--- config.mk ---
export PLATFORM = sky130hd
export DESIGN_NAME = id_ex_stage_flat
export DESIGN_NICKNAME = d
export VERILOG_FILES = /design/src/rtl/id_ex_stage_if.sv /design/src/rtl/id_ex_stage.sv /design/src/flat_wrapper.sv
export SDC_FILE = /design/constraint.sdc
export NUM_CORES = 1
export LEC_CHECK = 0
export CORE_MARGIN = 2
export CORE_UTILIZATION = 32
export CTS_CLUSTER_DIAMETER = 80
export CTS_CLUSTER_SIZE = 20
export DETAILED_ROUTE_END_ITERATION = 16
export PLACE_DENSITY = 0.74
export SETUP_SLACK_MARGIN = 0.1
export SLEW_MARGIN = 25
export SYNTH_ARGS = -nofsm -noshare
export SYNTH_HDL_FRONTEND = slang
export SYNTH_SLANG_ARGS = --single-unit
--- constraint.sdc ---
create_clock -name clk -period 1.76 [get_ports clk]
set_input_delay 0.176 -clock clk [delete_from_list [all_inputs] [get_ports clk]]
set_output_delay 0.176 -clock clk [all_outputs]
set_load 0.01 [all_outputs]
--- src/rtl/id_ex_stage_if.sv ---
// id_ex_stage_if -- signal bundle between the decode stage, the forwarding
// sources and the ID/EX pipeline register.
//   ID side      : id_valid, id_pc, id_rs1_addr, id_rs2_addr, id_rd_addr,
//                  id_rs1_data, id_rs2_data, id_imm, id_use_rs1, id_use_rs2,
//                  id_ALU_op, id_src1_sel, id_src2_sel, id_reg_write,
//                  id_mem_read, id_mem_write
//   Forwarding   : exmem_reg_write/rd/result, memwb_reg_write/rd/data
//   Control      : flush, ex_hold
//   EX side      : load_use_stall, data1, data2, ALU_op, ex_valid,
//                  ex_reg_write, ex_mem_read, ex_mem_write, ex_rd, ex_pc,
//                  ex_store_data
// The slave modport is the pipeline stage; master is whoever drives ID.
interface id_ex_stage_if;
  logic        id_valid;
  logic [31:0] id_pc;
  logic [4:0]  id_rs1_addr;
  logic [4:0]  id_rs2_addr;
  logic [4:0]  id_rd_addr;
  logic [31:0] id_rs1_data;
  logic [31:0] id_rs2_data;
  logic [31:0] id_imm;
  logic        id_use_rs1;
  logic        id_use_rs2;
  logic [3:0]  id_ALU_op;
  logic [1:0]  id_src1_sel;
  logic        id_src2_sel;
  logic        id_reg_write;
  logic        id_mem_read;
  logic        id_mem_write;
  logic        exmem_reg_write;
  logic [4:0]  exmem_rd;
  logic [31:0] exmem_result;
  logic        memwb_reg_write;
  logic [4:0]  memwb_rd;
  logic [31:0] memwb_data;
  logic        flush;
  logic        ex_hold;
  logic        load_use_stall;
  logic [31:0] data1;
  logic [31:0] data2;
  logic [3:0]  ALU_op;
  logic        ex_valid;
  logic        ex_reg_write;
  logic        ex_mem_read;
  logic        ex_mem_write;
  logic [4:0]  ex_rd;
  logic [31:0] ex_pc;
  logic [31:0] ex_store_data;

  modport slave (
    input  id_valid, id_pc, id_rs1_addr, id_rs2_addr, id_rd_addr,
           id_rs1_data, id_rs2_data, id_imm, id_use_rs1, id_use_rs2,
           id_ALU_op, id_src1_sel, id_src2_sel, id_reg_write,
           id_mem_read, id_mem_write,
           exmem_reg_write, exmem_rd, exmem_result,
           memwb_reg_write, memwb_rd, memwb_data,
           flush, ex_hold,
    output load_use_stall, data1, data2, ALU_op, ex_valid, ex_reg_write,
           ex_mem_read, ex_mem_write, ex_rd, ex_pc, ex_store_data
  );

  modport master (
    output id_valid, id_pc, id_rs1_addr, id_rs2_addr, id_rd_addr,
           id_rs1_data, id_rs2_data, id_imm, id_use_rs1, id_use_rs2,
           id_ALU_op, id_src1_sel, id_src2_sel, id_reg_write,
           id_mem_read, id_mem_write,
           exmem_reg_write, exmem_rd, exmem_result,
           memwb_reg_write, memwb_rd, memwb_data,
           flush, ex_hold,
    input  load_use_stall, data1, data2, ALU_op, ex_valid, ex_reg_write,
           ex_mem_read, ex_mem_write, ex_rd, ex_pc, ex_store_data
  );
endinterface

--- src/rtl/id_ex_stage.sv ---
// id_ex_stage -- ID/EX pipeline register of the RV32IM core.
// Registers the decoded instruction, forwards results from EX/MEM and MEM/WB
// into the ALU operands, detects load-use hazards (stall + bubble) and
// supports flush and hold.
// Ports:
//   clk   : rising-edge clock
//   rst_n : synchronous active-low reset
//   bus   : id_ex_stage_if.slave (ID inputs, forward sources, control,
//           EX-side outputs)
module id_ex_stage (
  input  logic         clk,
  input  logic         rst_n,
  id_ex_stage_if.slave bus
);

  // The use_rs flags are only needed for hazard detection on the ID side,
  // so they are not carried into EX.
  typedef struct packed {
    logic        valid;
    logic [31:0] pc;
    logic [4:0]  rs1_addr;
    logic [4:0]  rs2_addr;
    logic [4:0]  rd_addr;
    logic [31:0] rs1_data;
    logic [31:0] rs2_data;
    logic [31:0] imm;
    logic [3:0]  alu_op;
    logic [1:0]  src1_sel;
    logic        src2_sel;
    logic        reg_write;
    logic        mem_read;
    logic        mem_write;
  } ex_state_t;

  ex_state_t   state_q;
  ex_state_t   state_d;
  logic        stall_raw;
  logic        stall;
  logic [31:0] fwd_rs1;
  logic [31:0] fwd_rs2;

  // Closest producer wins; x0 always reads as the register-file value.
  function automatic logic [31:0] forward(
    input logic [4:0]  src,
    input logic [31:0] rf_data,
    input logic        xm_we,
    input logic [4:0]  xm_rd,
    input logic [31:0] xm_val,
    input logic        mw_we,
    input logic [4:0]  mw_rd,
    input logic [31:0] mw_val
  );
    if (xm_we && (xm_rd != 5'd0) && (xm_rd == src))
      return xm_val;
    else if (mw_we && (mw_rd != 5'd0) && (mw_rd == src))
      return mw_val;
    else
      return rf_data;
  endfunction

  // Load in EX whose destination is read by the instruction in ID.
  always_comb begin
    stall_raw = state_q.valid && state_q.mem_read && (state_q.rd_addr != 5'd0)
              && bus.id_valid
              && ((bus.id_use_rs1 && (bus.id_rs1_addr == state_q.rd_addr))
               || (bus.id_use_rs2 && (bus.id_rs2_addr == state_q.rd_addr)));
    // A held stage cannot accept the bubble, and a flush already kills ID.
    stall = stall_raw && !bus.ex_hold && !bus.flush;
  end

  always_comb begin
    state_d = state_q;
    if (!bus.ex_hold) begin
      if (bus.flush || stall) begin
        state_d = '0;
      end else begin
        state_d.valid     = bus.id_valid;
        state_d.pc        = bus.id_pc;
        state_d.rs1_addr  = bus.id_rs1_addr;
        state_d.rs2_addr  = bus.id_rs2_addr;
        state_d.rd_addr   = bus.id_rd_addr;
        state_d.rs1_data  = bus.id_rs1_data;
        state_d.rs2_data  = bus.id_rs2_data;
        state_d.imm       = bus.id_imm;
        state_d.alu_op    = bus.id_ALU_op;
        state_d.src1_sel  = bus.id_src1_sel;
        state_d.src2_sel  = bus.id_src2_sel;
        state_d.reg_write = bus.id_reg_write;
        state_d.mem_read  = bus.id_mem_read;
        state_d.mem_write = bus.id_mem_write;
      end
    end
  end

  always_ff @(posedge clk) begin
    if (!rst_n) state_q <= '0;
    else        state_q <= state_d;
  end

  always_comb begin
    fwd_rs1 = forward(state_q.rs1_addr, state_q.rs1_data,
                      bus.exmem_reg_write, bus.exmem_rd, bus.exmem_result,
                      bus.memwb_reg_write, bus.memwb_rd, bus.memwb_data);
    fwd_rs2 = forward(state_q.rs2_addr, state_q.rs2_data,
                      bus.exmem_reg_write, bus.exmem_rd, bus.exmem_result,
                      bus.memwb_reg_write, bus.memwb_rd, bus.memwb_data);
  end

  always_comb begin
    unique case (state_q.src1_sel)
      2'd0:    bus.data1 = fwd_rs1;
      2'd1:    bus.data1 = state_q.pc;
      default: bus.data1 = 32'd0;
    endcase
    bus.data2 = state_q.src2_sel ? state_q.imm : fwd_rs2;
  end

  assign bus.ex_store_data  = fwd_rs2;
  assign bus.load_use_stall = stall;
  assign bus.ALU_op         = state_q.alu_op;
  assign bus.ex_valid       = state_q.valid;
  assign bus.ex_reg_write   = state_q.reg_write;
  assign bus.ex_mem_read    = state_q.mem_read;
  assign bus.ex_mem_write   = state_q.mem_write;
  assign bus.ex_rd          = state_q.rd_addr;
  assign bus.ex_pc          = state_q.pc;

endmodule
--- src/flat_wrapper.sv ---
// flat-port wrapper written by rule: the top's interface ports become plain ports
module id_ex_stage_flat 
  (clk, rst_n, bus_id_valid, bus_id_pc, bus_id_rs1_addr, bus_id_rs2_addr, bus_id_rd_addr, bus_id_rs1_data, bus_id_rs2_data, bus_id_imm, bus_id_use_rs1, bus_id_use_rs2, bus_id_ALU_op, bus_id_src1_sel, bus_id_src2_sel, bus_id_reg_write, bus_id_mem_read, bus_id_mem_write, bus_exmem_reg_write, bus_exmem_rd, bus_exmem_result, bus_memwb_reg_write, bus_memwb_rd, bus_memwb_data, bus_flush, bus_ex_hold, bus_load_use_stall, bus_data1, bus_data2, bus_ALU_op, bus_ex_valid, bus_ex_reg_write, bus_ex_mem_read, bus_ex_mem_write, bus_ex_rd, bus_ex_pc, bus_ex_store_data);
  id_ex_stage_if bus_i ();
  input  logic clk;
  input  logic rst_n;
  input wire logic [$bits(bus_i.id_valid)-1:0] bus_id_valid;
  input wire logic [$bits(bus_i.id_pc)-1:0] bus_id_pc;
  input wire logic [$bits(bus_i.id_rs1_addr)-1:0] bus_id_rs1_addr;
  input wire logic [$bits(bus_i.id_rs2_addr)-1:0] bus_id_rs2_addr;
  input wire logic [$bits(bus_i.id_rd_addr)-1:0] bus_id_rd_addr;
  input wire logic [$bits(bus_i.id_rs1_data)-1:0] bus_id_rs1_data;
  input wire logic [$bits(bus_i.id_rs2_data)-1:0] bus_id_rs2_data;
  input wire logic [$bits(bus_i.id_imm)-1:0] bus_id_imm;
  input wire logic [$bits(bus_i.id_use_rs1)-1:0] bus_id_use_rs1;
  input wire logic [$bits(bus_i.id_use_rs2)-1:0] bus_id_use_rs2;
  input wire logic [$bits(bus_i.id_ALU_op)-1:0] bus_id_ALU_op;
  input wire logic [$bits(bus_i.id_src1_sel)-1:0] bus_id_src1_sel;
  input wire logic [$bits(bus_i.id_src2_sel)-1:0] bus_id_src2_sel;
  input wire logic [$bits(bus_i.id_reg_write)-1:0] bus_id_reg_write;
  input wire logic [$bits(bus_i.id_mem_read)-1:0] bus_id_mem_read;
  input wire logic [$bits(bus_i.id_mem_write)-1:0] bus_id_mem_write;
  input wire logic [$bits(bus_i.exmem_reg_write)-1:0] bus_exmem_reg_write;
  input wire logic [$bits(bus_i.exmem_rd)-1:0] bus_exmem_rd;
  input wire logic [$bits(bus_i.exmem_result)-1:0] bus_exmem_result;
  input wire logic [$bits(bus_i.memwb_reg_write)-1:0] bus_memwb_reg_write;
  input wire logic [$bits(bus_i.memwb_rd)-1:0] bus_memwb_rd;
  input wire logic [$bits(bus_i.memwb_data)-1:0] bus_memwb_data;
  input wire logic [$bits(bus_i.flush)-1:0] bus_flush;
  input wire logic [$bits(bus_i.ex_hold)-1:0] bus_ex_hold;
  output wire logic [$bits(bus_i.load_use_stall)-1:0] bus_load_use_stall;
  output wire logic [$bits(bus_i.data1)-1:0] bus_data1;
  output wire logic [$bits(bus_i.data2)-1:0] bus_data2;
  output wire logic [$bits(bus_i.ALU_op)-1:0] bus_ALU_op;
  output wire logic [$bits(bus_i.ex_valid)-1:0] bus_ex_valid;
  output wire logic [$bits(bus_i.ex_reg_write)-1:0] bus_ex_reg_write;
  output wire logic [$bits(bus_i.ex_mem_read)-1:0] bus_ex_mem_read;
  output wire logic [$bits(bus_i.ex_mem_write)-1:0] bus_ex_mem_write;
  output wire logic [$bits(bus_i.ex_rd)-1:0] bus_ex_rd;
  output wire logic [$bits(bus_i.ex_pc)-1:0] bus_ex_pc;
  output wire logic [$bits(bus_i.ex_store_data)-1:0] bus_ex_store_data;
  assign bus_i.id_valid = bus_id_valid;
  assign bus_i.id_pc = bus_id_pc;
  assign bus_i.id_rs1_addr = bus_id_rs1_addr;
  assign bus_i.id_rs2_addr = bus_id_rs2_addr;
  assign bus_i.id_rd_addr = bus_id_rd_addr;
  assign bus_i.id_rs1_data = bus_id_rs1_data;
  assign bus_i.id_rs2_data = bus_id_rs2_data;
  assign bus_i.id_imm = bus_id_imm;
  assign bus_i.id_use_rs1 = bus_id_use_rs1;
  assign bus_i.id_use_rs2 = bus_id_use_rs2;
  assign bus_i.id_ALU_op = bus_id_ALU_op;
  assign bus_i.id_src1_sel = bus_id_src1_sel;
  assign bus_i.id_src2_sel = bus_id_src2_sel;
  assign bus_i.id_reg_write = bus_id_reg_write;
  assign bus_i.id_mem_read = bus_id_mem_read;
  assign bus_i.id_mem_write = bus_id_mem_write;
  assign bus_i.exmem_reg_write = bus_exmem_reg_write;
  assign bus_i.exmem_rd = bus_exmem_rd;
  assign bus_i.exmem_result = bus_exmem_result;
  assign bus_i.memwb_reg_write = bus_memwb_reg_write;
  assign bus_i.memwb_rd = bus_memwb_rd;
  assign bus_i.memwb_data = bus_memwb_data;
  assign bus_i.flush = bus_flush;
  assign bus_i.ex_hold = bus_ex_hold;
  assign bus_load_use_stall = bus_i.load_use_stall;
  assign bus_data1 = bus_i.data1;
  assign bus_data2 = bus_i.data2;
  assign bus_ALU_op = bus_i.ALU_op;
  assign bus_ex_valid = bus_i.ex_valid;
  assign bus_ex_reg_write = bus_i.ex_reg_write;
  assign bus_ex_mem_read = bus_i.ex_mem_read;
  assign bus_ex_mem_write = bus_i.ex_mem_write;
  assign bus_ex_rd = bus_i.ex_rd;
  assign bus_ex_pc = bus_i.ex_pc;
  assign bus_ex_store_data = bus_i.ex_store_data;
  id_ex_stage u_core (.clk(clk), .rst_n(rst_n), .bus(bus_i));
endmodule
; After elaboration in Yosys (flattened, before gate mapping)
; Index checks and enable logic that the tools add are counted.
; W data, S select, Z words.
[totals]
ff_bits = 154
in_bits = 236
output_inout_bits = 142
elab_cells = 50
[classes]
eq_ne = 7
mux = 7
n_reduce_logical = 22
[op_table]
columns = operator, n
row1 = $mux W32, 5
row2 = $mux W154, 1
row3 = $pmux W32 S2, 1
row4 = $eq A5 B5 Y1, 6
row5 = $reduce_bool A5 Y1, 3
row6 = $logic_and A1 B1 Y1, 14
row7 = $eq A2 B1 Y1 const B, 1
row8 = $logic_not A1 Y1, 2
row9 = $logic_not A2 Y1, 1
row10 = $logic_or A1 B1 Y1, 2

; Depth between registers and ports, before layout
; Gate-level depths: netlist (run 1).
[logic_depth]
word_depth = 8
ltp_mapped = 7
ltp_nobuf = 5

; Worst setup path before layout (run 1)
; Ideal clock, no wire load.
[synth_path]
path_kind = reg2out
start = register u_core.state_q[113] in the netlist's numbering
end = output bus_data2[0]
t_arrival_ns = 1.839
t_required_ns = 1.584
slack_ns = -0.255
path_stages_with_launch = 6
n_path_buf = 0
cell_sequence = dfxtp_1 -> xnor2_1 -> nand3_1 -> or4b_2 -> a31oi_1 -> mux2_2
[synth_between]
elab_chain_len = 5
word_cells_on_any_way = 7
classes_between = 2 x eq/ne / 3 x mux / 2 x reduce/logical
[synth_rtl]
columns = item, line
row1 = "start, declared", id_ex_stage.sv:35  ; ex_state_t state_q;
row2 = "start signal, assigned", id_ex_stage.sv:97  ; else state_q <= state_d;
row3 = $eq A5 B5 Y1, id_ex_stage.sv:55  ; else if (mw_we && (mw_rd != 5'd0) && (mw_rd == src))
row4 = $logic_and A1 B1 Y1, id_ex_stage.sv:55
row5 = $mux W32, id_ex_stage.sv:55
row6 = $mux W32 (*), id_ex_stage.sv:53  ; if (xm_we && (xm_rd != 5'd0) && (xm_rd == src))
row7 = net bus_ex_store_data[0], flat_wrapper.sv:41  ; output wire logic [$bits(bus_i.ex_store_data)-1:0] bus_ex_store_data;
row8 = $mux W32 (*), id_ex_stage.sv:115  ; bus.data2 = state_q.src2_sel ? state_q.imm : fwd_rs2;
row9 = "end, declared", flat_wrapper.sv:33  ; output wire logic [$bits(bus_i.data2)-1:0] bus_data2;
; The timed path passes the listed nets; every way through them passes the cells marked *.

; Worst setup path after layout (run 1)
[layout_path]
start = register u_core.state_q[112] in the netlist's numbering
end = output bus_data2[9]
[layout_between]
elab_chain_len = 5
word_cells_on_any_way = 7
classes_between = 2 x eq/ne / 3 x mux / 2 x reduce/logical
[layout_rtl]
columns = item, line
row1 = $eq A5 B5 Y1, id_ex_stage.sv:55
row2 = $logic_and A1 B1 Y1, id_ex_stage.sv:55
row3 = $mux W32, id_ex_stage.sv:55
row4 = $mux W32 (*), id_ex_stage.sv:53
row5 = $mux W32 (*), id_ex_stage.sv:115
; Every way passes the cells marked *; elsewhere a longest branch is shown, timed or not.

==> impl_metrics.csv, run 1 <==
group,metric,value,unit
setup_path,cp.arrival,2.56,ns
setup_path,r2r_end,"u_core.state_q[45]$_SDFFE_PN0N_",
setup_path,worst-setup-path-type,"flip-flop to output pin",
clock_network,cts_buffer_depth,2,
hold_path,hold_class,"primary input to flip-flop",
hold_path,hold_depth,2,
floorplanning,fp-row-count,57,
power,power,11.08,mW
final_layout,drive_above_1_share,0.5048,
drt,via_count,9403,
clock_network,cts.sinks,154,
place,place_inst,1496,
floorplanning,die_x,161.5,um
yosys,yosysSeqAreaShare,0.3885,
timing,tightestPinTransition,0.6649,ns
yosys,async_flop_share,0,
grt,grt_pass1_wl,61.65,mm
floorplanning,die-area,26070,sq um
job,drv_cap,0,
setup_path,cp-end-kind,"output pin",
yosys,synth_nets,1020,
timing,max_freq,0.3650,GHz
status,status,"finished with violations",
power,leakage,6.972,nW
setup_path,rr_worst_depth,9,
hold_path,hold_end,"u_core.state_q[64]$_SDFFE_PN0N_",
clock_network,cts-htree-levels,4,
drt,finalWirelength,44.67,mm
power,vdd_drop_max,0.5226,mV
timing,setup_viol,214,
timing,fin_crit_sh,1.557,
floorplanning,initial_core_util,0.3263,
power,power.density,608.9,nW/um^2
final_layout,nets,1571,
yosys,ys_types,35,
setup_path,cp_max_fo,16,
floorplanning,io_pins,378,
clock_network,clkLatencyLatePin,0.43,ns
grt,grt_pass1_vias,9985,
yosys,synth-warning-count,0,
hold_path,min_from,"bus_id_rs2_data[22]",
grt,grt_max_degree,57,
setup_path,cp-start-kind,"flip-flop",
place,hpwl,24.97,mm
place,gp_congestion,0.8619,
final_layout,fillCellCount,1483,
timing,fin_ws,-0.9796,ns
floorplanning,fp.dieH,161.5,um
final_layout,final-seq-area,3126,sq um
timing,max_slew_margin,0.5567,
setup_path,crit_path_cell_trace,"buf_6, xnor2_4, nand3_2, buf_4, buf_4, nor4_2, a31oi_4, mux2_4, buf_6",
yosys,yosys_register_bits,154,
timing,rsz0062_at_grt,"yes",
timing,hold_viol_final,0,
status,violations,"negative setup slack",
setup_path,max_stage_delay,0.46,ns
final_layout,layout.cells.non_filler,1674,
grt,grt_usage,0.3143,
drt,drt_iter0_markers,651,
final_layout,syn2layout_area_growth,129.2,%
yosys,synth_flop_cell,"dfxtp_1",
drt,final_antenna_net_count,0,
setup_path,rrSetupSlack,-0.12,ns
timing,post-route-min-period,2.740,ns
clock_network,cts_buffers,17,
drt,firstDrtPassIters,5,
yosys,syn_area,7935,sq um
clock_network,root_buffer,"clkbuf_16",
clock_network,cts_hold_buf,0,
floorplanning,core,24320,sq um
yosys,syn_area_per_cell,10.12,sq um
setup_path,worst_path_max_delay_cell,"nor4_2",
setup_path,cp.required,1.58,ns
timing,maxSlewViolCount,0,
setup_path,reg2reg_from,"u_core.bus.ex_rd[4]$_SDFFE_PN0N_",
clock_network,cts_tree,"done",
yosys,synth_enable_flop_cells,0,
grt,grt_overflow_total,0,
clock_network,clk_transition_reported_paths,0.07,ns
drt,drc,0,
final_layout,multi_input_area,6389,sq um
place,numPortBuffers,377,
drt,viasPerCell,5.617,
timing,clock_skew,0.01828,ns
yosys,synthesis.instances,784,
grt,antenna_found_initial,4,
drt,wl_per_cell,26.68,um
-- synth_stat cells, types with 2 or more instances --
cell type / instances / area, sq um
a21oi_1: 2 / 10.01
a22o_1: 154 / 1349
a31oi_1: 2 / 12.51
a31oi_2: 30 / 375.4
and2_1: 2 / 12.51
buf_1: 4 / 15.01
buf_2: 10 / 50.05
buf_4: 42 / 315.3
buf_6: 7 / 78.83
clkbuf_1: 59 / 221.5
dfxtp_1: 154 / 3083
inv_1: 32 / 120.1
mux2_2: 32 / 360.4
mux2i_1: 32 / 320.3
nand2_1: 42 / 157.7
nand3_1: 4 / 20.02
nand4_1: 2 / 12.51
nor2_1: 6 / 22.52
nor4_1: 33 / 206.5
o221ai_1: 32 / 280.3
o31ai_1: 32 / 240.2
or4_4: 2 / 22.52
or4b_1: 30 / 300.3
or4b_2: 2 / 20.02
xnor2_1: 26 / 227.7
xor2_1: 2 / 17.52
-- timing repair --
action | in CTS | in global routing
hold endpoints to repair | 0 | 0
resized for setup | 697 | 124
buffers inserted | 86 | 36
endpoints found under the setup margin | 256 | 256
pin swaps | 121 | 124
gates cloned | 26 | 13
-- area by class of cell --
cell class	instances	area share
Multi-Input combinational cell	477	0.3512
Inverter	32	0.006603
Antenna cell	3	0.0004127
Sequential cell	154	0.1718
Clock inverter	12	0.009080
Clock buffer	19	0.02490
Tap cell	324	0.02229
Timing Repair Buffer	653	0.4137
-- through the flow --
step           cell area [sq um]  hold slack, ns  worst slack [ns]  setup TNS, ns  utilization
2_1_floorplan               9339          0.3086           -0.1842         -5.729            -
3_3_place_gp               13960          0.4512            -1.261        -145.26       0.5739
3_5_place_dp               13960          0.4532            -1.310        -155.32       0.5739
4_1_cts                    17200          0.3258            -1.002         -82.76       0.7072
5_1_grt                    18190          0.3355            -1.104         -96.57       0.7480
6_report                   18190          0.3372           -0.9796         -85.89       0.7480
-- per-layer routing --
| layer | GRT usage | vias up | routed length (um) |
|---|---|---|---|
| met5 | 0 | - | 13 |
| li1 | - | 4117 | - |
| met4 | 0.1611 | 2 | 1905 |
| met3 | 0.07833 | 119 | 3202 |
| met1 | 0.3701 | 4636 | 17520 |
| met2 | 0.5303 | 529 | 22020 |
-- flip-flops by register name, indices dropped and copies added (netlist names) --
register	count
u_core.bus.ex_mem_write	1
u_core.bus.ex_pc	32
u_core.bus.ex_reg_write	1
u_core.state_q	109
u_core.bus.ex_valid	1
u_core.bus.ex_rd	5
u_core.bus.ex_mem_read	1
u_core.bus.ALU_op	4
-- worst max-delay path: cells and delay by family (launching register included) --
family | cells | cell delay (ns)
AOI/OAI and AO/OA | 1 | 0.08
buffers and inverters | 4 | 0.65
muxes | 1 | 0.30
xor gates and xnor gates | 1 | 0.14
and+or+nand+nor | 2 | 0.59
DFF | 1 | 0.37
-- power by group --
| group | internal, mW | switching (mW) |
|---|---|---|
| registers | 3.62 | 0.147 |
| logic | 1.93 | 1.40 |
| clock network | 2.32 | 1.66 |
-- how the worst max path moves through the flow --
stage                                                start       endpoint  slack, ns  cells after the start
final                     u_core.state_q[112]$_SDFFE_PN0N_   bus_data2[9]      -0.98                      9
after global routing      u_core.state_q[112]$_SDFFE_PN0N_   bus_data2[1]      -1.10                      9
after CTS                 u_core.state_q[114]$_SDFFE_PN0N_  bus_data2[10]      -1.00                      9
after detailed placement                   bus_memwb_rd[0]  bus_data2[14]      -1.31                      8
after global placement                     bus_memwb_rd[0]  bus_data2[14]      -1.26                      8
after floorplan                            bus_exmem_rd[0]  bus_data2[25]      -0.18                      7
-- kinds of logic after synthesis --
group,count (synthesis),synth area share
buffers and inverters,154,0.1009
and+or+nand+nor,128,0.1017
muxes,64,0.08578
AOI/OAI and AO/OA,256,0.2922
xor gates and xnor gates,28,0.03091
DFF,154,0.3885
-- cell usage in the layout (no fill, tap or decap), types with 4 or more instances in the layout --
cell type and count:
dfxtp_4 9, dfxtp_1 138, a31oi_4 32, a22o_1 154
buf_6 146, xnor2_2 15, mux2_4 31, mux2i_4 28
buf_16 18, dfxtp_2 7, buf_8 12, mux2i_2 4
dlygate4sd2_1 8, clkdlybuf4s50_1 265, xnor2_1 8, clkbuf_16 27
nor4_1 7, inv_1 32, o31ai_4 27, clkinv_4 4
buf_2 9, or4b_4 31, buf_12 59, o31ai_2 4
nor4_2 23, nand2_1 37, dlymetal6s2s_1 7, buf_4 118
o221ai_4 30
(Power assumes the default switching activity.)
==> run 2: changes to the inputs <==
CORE_MARGIN = 10   (was 2)
CTS_CLUSTER_DIAMETER = unset   (was 80)
==> run 2 against run 1 <==
Net effect: the flow still finishes with violations (negative setup slack); critical path depth stayed put; largest power group unchanged; highest routed layer unchanged; register-to-register slack worse by 0.04 ns; first-iteration DRC count up 10%.
==> impl_metrics.csv, run 2 (synthesis gave the netlist of run 1 again) <==
group,metric,value,unit
drt,wl_per_cell,28.16,um
timing,fin_crit_sh,1.519,
power,power.density,620.8,nW/um^2
final_layout,fillCellCount,1492,
drt,viasPerCell,5.690,
setup_path,worst_path_max_delay_cell,"or4b_4",
timing,tightestPinTransition,0.5849,ns
final_layout,nets,1542,
drt,drc,0,
timing,clock_skew,0.01296,ns
power,leakage,6.762,nW
clock_network,cts_tree,"done",
status,status,"finished with violations",
setup_path,cp_max_fo,7,
floorplanning,die-area,31500,sq um
final_layout,final-seq-area,3131,sq um
grt,grt_usage,0.2769,
hold_path,hold_class,"primary input to flip-flop",
place,numPortBuffers,377,
final_layout,layout_common_cells,"clkdlybuf4s50_1, a22o_1, buf_6",
drt,firstDrtPassIters,7,
timing,hold_viol_final,0,
final_layout,multi_input_area,6461,sq um
setup_path,max_stage_delay,0.51,ns
final_layout,drive_above_1_share,0.4935,
floorplanning,initial_core_util,0.3253,
grt,antenna_found_initial,8,
clock_network,cts_buffers,17,
timing,setup_viol,241,
timing,rsz0062_at_grt,"yes",
timing,fin_ws,-0.9132,ns
status,violations,"negative setup slack",
floorplanning,fp.dieH,177.5,um
floorplanning,die_x,177.5,um
clock_network,clkLatencyLatePin,0.43,ns
timing,max_slew_margin,0.6065,
drt,final_antenna_net_count,0,
drt,finalWirelength,46.38,mm
setup_path,cp.required,1.58,ns
floorplanning,io_pins,378,
setup_path,worst-setup-path-type,"flip-flop to output pin",
grt,grt_overflow_total,0,
timing,post-route-min-period,2.673,ns
floorplanning,core,24390,sq um
grt,grt_pass1_vias,9961,
setup_path,cp-start-kind,"flip-flop",
setup_path,cpMostUsedCell,"buf_12",
setup_path,cp-end-kind,"output pin",
clock_network,cts.sinks,154,
final_layout,syn2layout_area_growth,126.6,%
final_layout,top_register,"u_core.state_q",
timing,max_freq,0.3741,GHz
clock_network,cts-htree-levels,4,
final_layout,largest_reg_flops,109,
drt,via_count,9372,
place,gp_congestion,0.8592,
setup_path,crit_path_cell_trace,"xnor2_4, nand3_4, buf_12, buf_12, buf_12, or4b_4, a31oi_4, mux2_4, buf_6",
job,drv_cap,0,
setup_path,cp.arrival,2.50,ns
final_layout,fin_util,0.7373,
grt,grt_max_degree,68,
floorplanning,fp-row-count,57,
drt,drt_iter0_markers,717,
clock_network,cts_hold_buf,0,
power,vdd_drop_max,0.4799,mV
power,power,11.16,mW
timing,maxSlewViolCount,0,
place,hpwl,27.63,mm
grt,grt_pass1_wl,65.87,mm
clock_network,cts_buffer_depth,2,
clock_network,root_buffer,"clkbuf_16",
clock_network,clk_transition_reported_paths,0.07,ns
final_layout,mostFrequentLayoutCell,"clkdlybuf4s50_1",
run 2: layer usage:
layer  vias to the layer above  GRT usage  part of all wire  routed length (um)
li1                       4072          -                 -                   -
met1                      4676     0.3202              0.38               17670
met2                       524     0.4859              0.51               23570
met3                        96    0.07267             0.077                3584
met4                         4    0.09170             0.033                1530
met5                         -          0           0.00058                  27
run 2: stage by stage:
stage          hold slack (ns)  setup TNS, ns  cell area, sq um  setup WS [ns]  instances
2_1_floorplan           0.3086         -5.729              9339        -0.1842        784
3_3_place_gp            0.4507        -150.48             13910         -1.249       1487
3_5_place_dp            0.4552        -154.57             13910         -1.268       1487
4_1_cts                 0.3324         -74.00             17560        -0.8934       1632
5_1_grt                 0.3340         -99.85             17980        -0.9441       1647
6_report                0.3507         -83.60             17980        -0.9132       1647
run 2: area by class of cell:
type                            instances  share of cell area
Timing Repair Buffer                  625              0.4030
Multi-Input combinational cell        476              0.3593
Tap cell                              324             0.02254
Inverter                               32            0.006680
Antenna cell                            6           0.0008350
Clock inverter                         11            0.009463
Clock buffer                           19             0.02407
Sequential cell                       154              0.1741
run 2: worst paths after layout:
kind / startpoint / to / slack [ns] / cells past startpoint
min: bus_id_imm[25] / u_core.state_q[35]$_SDFFE_PN0N_ / 0.35 / 2
max: u_core.state_q[114]$_SDFFE_PN0N_ / bus_data2[3] / -0.91 / 9
max reg2reg: u_core.bus.ex_rd[4]$_SDFFE_PN0N_ / u_core.state_q[74]$_SDFFE_PN0N_ / -0.16 / 10
min reg2reg: u_core.bus.ALU_op[2]$_SDFFE_PN0N_ / u_core.bus.ALU_op[2]$_SDFFE_PN0N_ / 0.48 / 1
run 2: what timing repair did:
action,4_1_cts,5_1_grt
gates cloned,32,3
endpoints found under the setup margin,253,251
pin swaps,212,90
resized for setup,747,94
setup buffers,84,20
run 2: where the power goes:
part | switching, mW | leakage [nW] | total [mW] | internal, mW
logic | 1.42 | 5.20 | 3.39 | 1.97
registers | 0.145 | 1.27 | 3.76 | 3.62
clock network | 1.64 | 0.297 | 4.01 | 2.37
run 2: critical path: cells and delay by family (launching register included):
family	cells	cell delay (ns)
AO/OA/AOI/OAI	1	0.18
XOR/XNOR	1	0.16
buffers and inverters	4	0.54
flip-flops	1	0.38
multiplexers	1	0.18
AND/OR/NAND/NOR	2	0.61
==> run 3: changes to the inputs <==
--- a/constraint.sdc
+++ b/constraint.sdc
@@ -3,2 +3,2 @@
 set_output_delay 0.176 -clock clk [all_outputs]
-set_load 0.01 [all_outputs]
+set_load 0.02 [all_outputs]
==> run 3 against run 2 <==
Net effect: the run still ends with negative setup slack left; critical endpoint is now bus_data2[19]; die area stayed put; critical path depth grew 1; clock power down 4%; maximum frequency decreased by 3.4%; via count is 1.6% lower; power is 3.1% lower; clock skew rose by 0.0012 ns; largest cell class unchanged; combinational power down 5%.
==> impl_metrics.csv, run 3 (synthesis gave the netlist of run 1 again) <==
group,metric,value,unit
status,status,"finished with violations",
status,violations,"negative setup slack",
setup_path,max_stage_delay,0.43,ns
setup_path,cp-end-kind,"output pin",
final_layout,layout_common_cells,"clkdlybuf4s50_1, buf_4, a22o_1",
hold_path,min_from,"bus_id_pc[26]",
clock_network,cts_buffers,17,
timing,maxSlewViolCount,0,
drt,drc,0,
floorplanning,io_pins,378,
setup_path,crit_path_cell_trace,"buf_6, xnor2_4, nand3_4, buf_12, or3_4, buf_12, buf_12, a31oi_4, mux2_4, buf_6",
power,swShare,0.3019,
timing,setup_viol,215,
timing,max_freq,0.3614,GHz
timing,fin_crit_sh,1.572,
place,gp_congestion,0.9073,
floorplanning,die-area,31500,sq um
clock_network,cts_buffer_depth,2,
timing,rsz0062_at_grt,"yes",
timing,hold_viol_final,0,
hold_path,hold_end,"u_core.bus.ex_pc[26]$_SDFFE_PN0N_",
clock_network,clkLatencyLatePin,0.42,ns
drt,firstDrtPassIters,4,
setup_path,rrSetupSlack,-0.22,ns
power,p_sw,3.265,mW
hold_path,hold_depth,2,
final_layout,layout.cells.non_filler,1658,
grt,grt_usage,0.2736,
clock_network,cts_hold_buf,0,
power,vdd_drop_max,0.5281,mV
grt,grt_pass1_wl,64.55,mm
final_layout,largest_reg_flops,109,
drt,viasPerCell,5.560,
drt,finalWirelength,45.77,mm
timing,post-route-min-period,2.767,ns
final_layout,fillCellCount,1610,
place,place_ws,-1.353,ns
setup_path,worst_path_max_delay_cell,"or3_4",
floorplanning,die_x,177.5,um
timing,max_slew_margin,0.4854,
grt,grt_pass1_vias,9655,
floorplanning,initial_core_util,0.3253,
final_layout,mostFrequentLayoutCell,"clkdlybuf4s50_1",
power,leakage,6.770,nW
setup_path,cp-start-kind,"flip-flop",
floorplanning,core,24390,sq um
final_layout,fin_util,0.7139,
timing,fin_ws,-1.007,ns
drt,wl_per_cell,27.60,um
place,numPortBuffers,377,
power,power,10.82,mW
setup_path,cp_max_fo,6,
floorplanning,fp.dieH,177.5,um
clock_network,clk_transition_reported_paths,0.07,ns
power,pwr-share-seq,0.347,
final_layout,top_register,"u_core.state_q",
timing,tightestPinTransition,0.7649,ns
place,place_inst,1524,
final_layout,nets,1550,
setup_path,cp_top_family,"buffers and inverters",
final_layout,syn2layout_area_growth,119.4,%
power,combPwrFrac,0.298,
final_layout,drive_above_1_share,0.4842,
setup_path,critPathBufInv,5,
setup_path,reg2reg_from,"u_core.bus.ex_rd[4]$_SDFFE_PN0N_",
setup_path,r2r_end,"u_core.state_q[5]$_SDFFE_PN0N_",
clock_network,cts_tree,"done",
setup_path,cp.arrival,2.59,ns
drt,final_antenna_net_count,0,
setup_path,cp.required,1.58,ns
grt,grt_max_degree,39,
clock_network,cts.sinks,154,
job,drv_cap,0,
drt,drt_iter0_markers,624,
setup_path,rr_worst_depth,10,
drt,via_count,9218,
power,clkPwrFrac,0.355,
power,p_int,7.551,mW
timing,clock_skew,0.01415,ns
setup_path,cpMostUsedCell,"buf_12",
setup_path,worst-setup-path-type,"flip-flop to output pin",
hold_path,hold_class,"primary input to flip-flop",
grt,antenna_found_initial,9,
floorplanning,fp-row-count,57,
clock_network,root_buffer,"clkbuf_16",
grt,grt_overflow_total,0,
power,power.density,621.2,nW/um^2
clock_network,cts-htree-levels,4,
place,hpwl,30.16,mm
-- run 3: layer usage --
layer  vias up  share of wire  global-route usage
met1      4600           0.40              0.3372
met4         2          0.030              0.1021
met5         -        0.00017                   0
met3        76          0.071             0.06120
li1       4102              -                   -
met2       438           0.50              0.4570
-- run 3: final cells by class --
class                      count  area [sq um]  share of cell area
sequential                   154          3115              0.1789
multi-input combinational    477          6143              0.3528
inverter                      32         120.1            0.006898
clock buffer                  19         442.9             0.02544
tap                          324         405.4             0.02328
clock inverter                12         140.1            0.008048
timing repair buffer         632          7025              0.4035
antenna                        8         20.02            0.001150
-- run 3: repair_timing --
action                                 4_1_cts  5_1_grt
gates cloned                                33        1
pin swaps                                  131       93
setup endpoints to repair                  261      259
setup buffers                               58       22
endpoints found under the hold margin        0        0
gates resized for setup                    685       99
-- run 3: worst reg2reg max path, cell delays in order, from the launching register on --
cell and delay (ns):
dfxtp_4 0.36, xnor2_2 0.16, nand4_1 0.12, o22ai_2 0.22
buf_4 0.16, a21oi_4 0.09, buf_12 0.16, buf_12 0.13
buf_8 0.12, buf_16 0.14, a22o_1 0.21
-- run 3: worst max-delay path by stage --
stage,startpoint,end,slack (ns),cells past startpoint
global route,u_core.state_q[112]$_SDFFE_PN0N_,bus_data2[19],-1.06,10
CTS,u_core.state_q[112]$_SDFFE_PN0N_,bus_data2[24],-0.98,9
floorplan,bus_memwb_rd[2],bus_data2[10],-0.25,7
global placement,bus_memwb_rd[3],bus_data2[2],-1.31,9
detailed placement,bus_memwb_rd[1],bus_data2[3],-1.35,8
finish,u_core.state_q[112]$_SDFFE_PN0N_,bus_data2[19],-1.01,10
-- run 3: through the flow --
step | hold WS, ns | cell area [sq um] | setup TNS [ns]
floorplan | 0.3086 | 9539 | -8.798
global placement | 0.4551 | 14480 | -160.23
global route | 0.3460 | 17410 | -104.35
detailed placement | 0.4595 | 14480 | -163.51
finish | 0.3533 | 17410 | -91.84
CTS | 0.3334 | 17250 | -84.47
-- run 3: power by group through the flow --
stage                     Sequential (mW)  Clock, mW  Combinational, mW
after floorplan                      3.79          0               1.25
after global routing                 3.76       3.98               3.34
after CTS                            3.75       3.85               3.14
after global placement               3.82          0               2.62
after detailed placement             3.82          0               2.65
final                                3.75       3.84               3.22
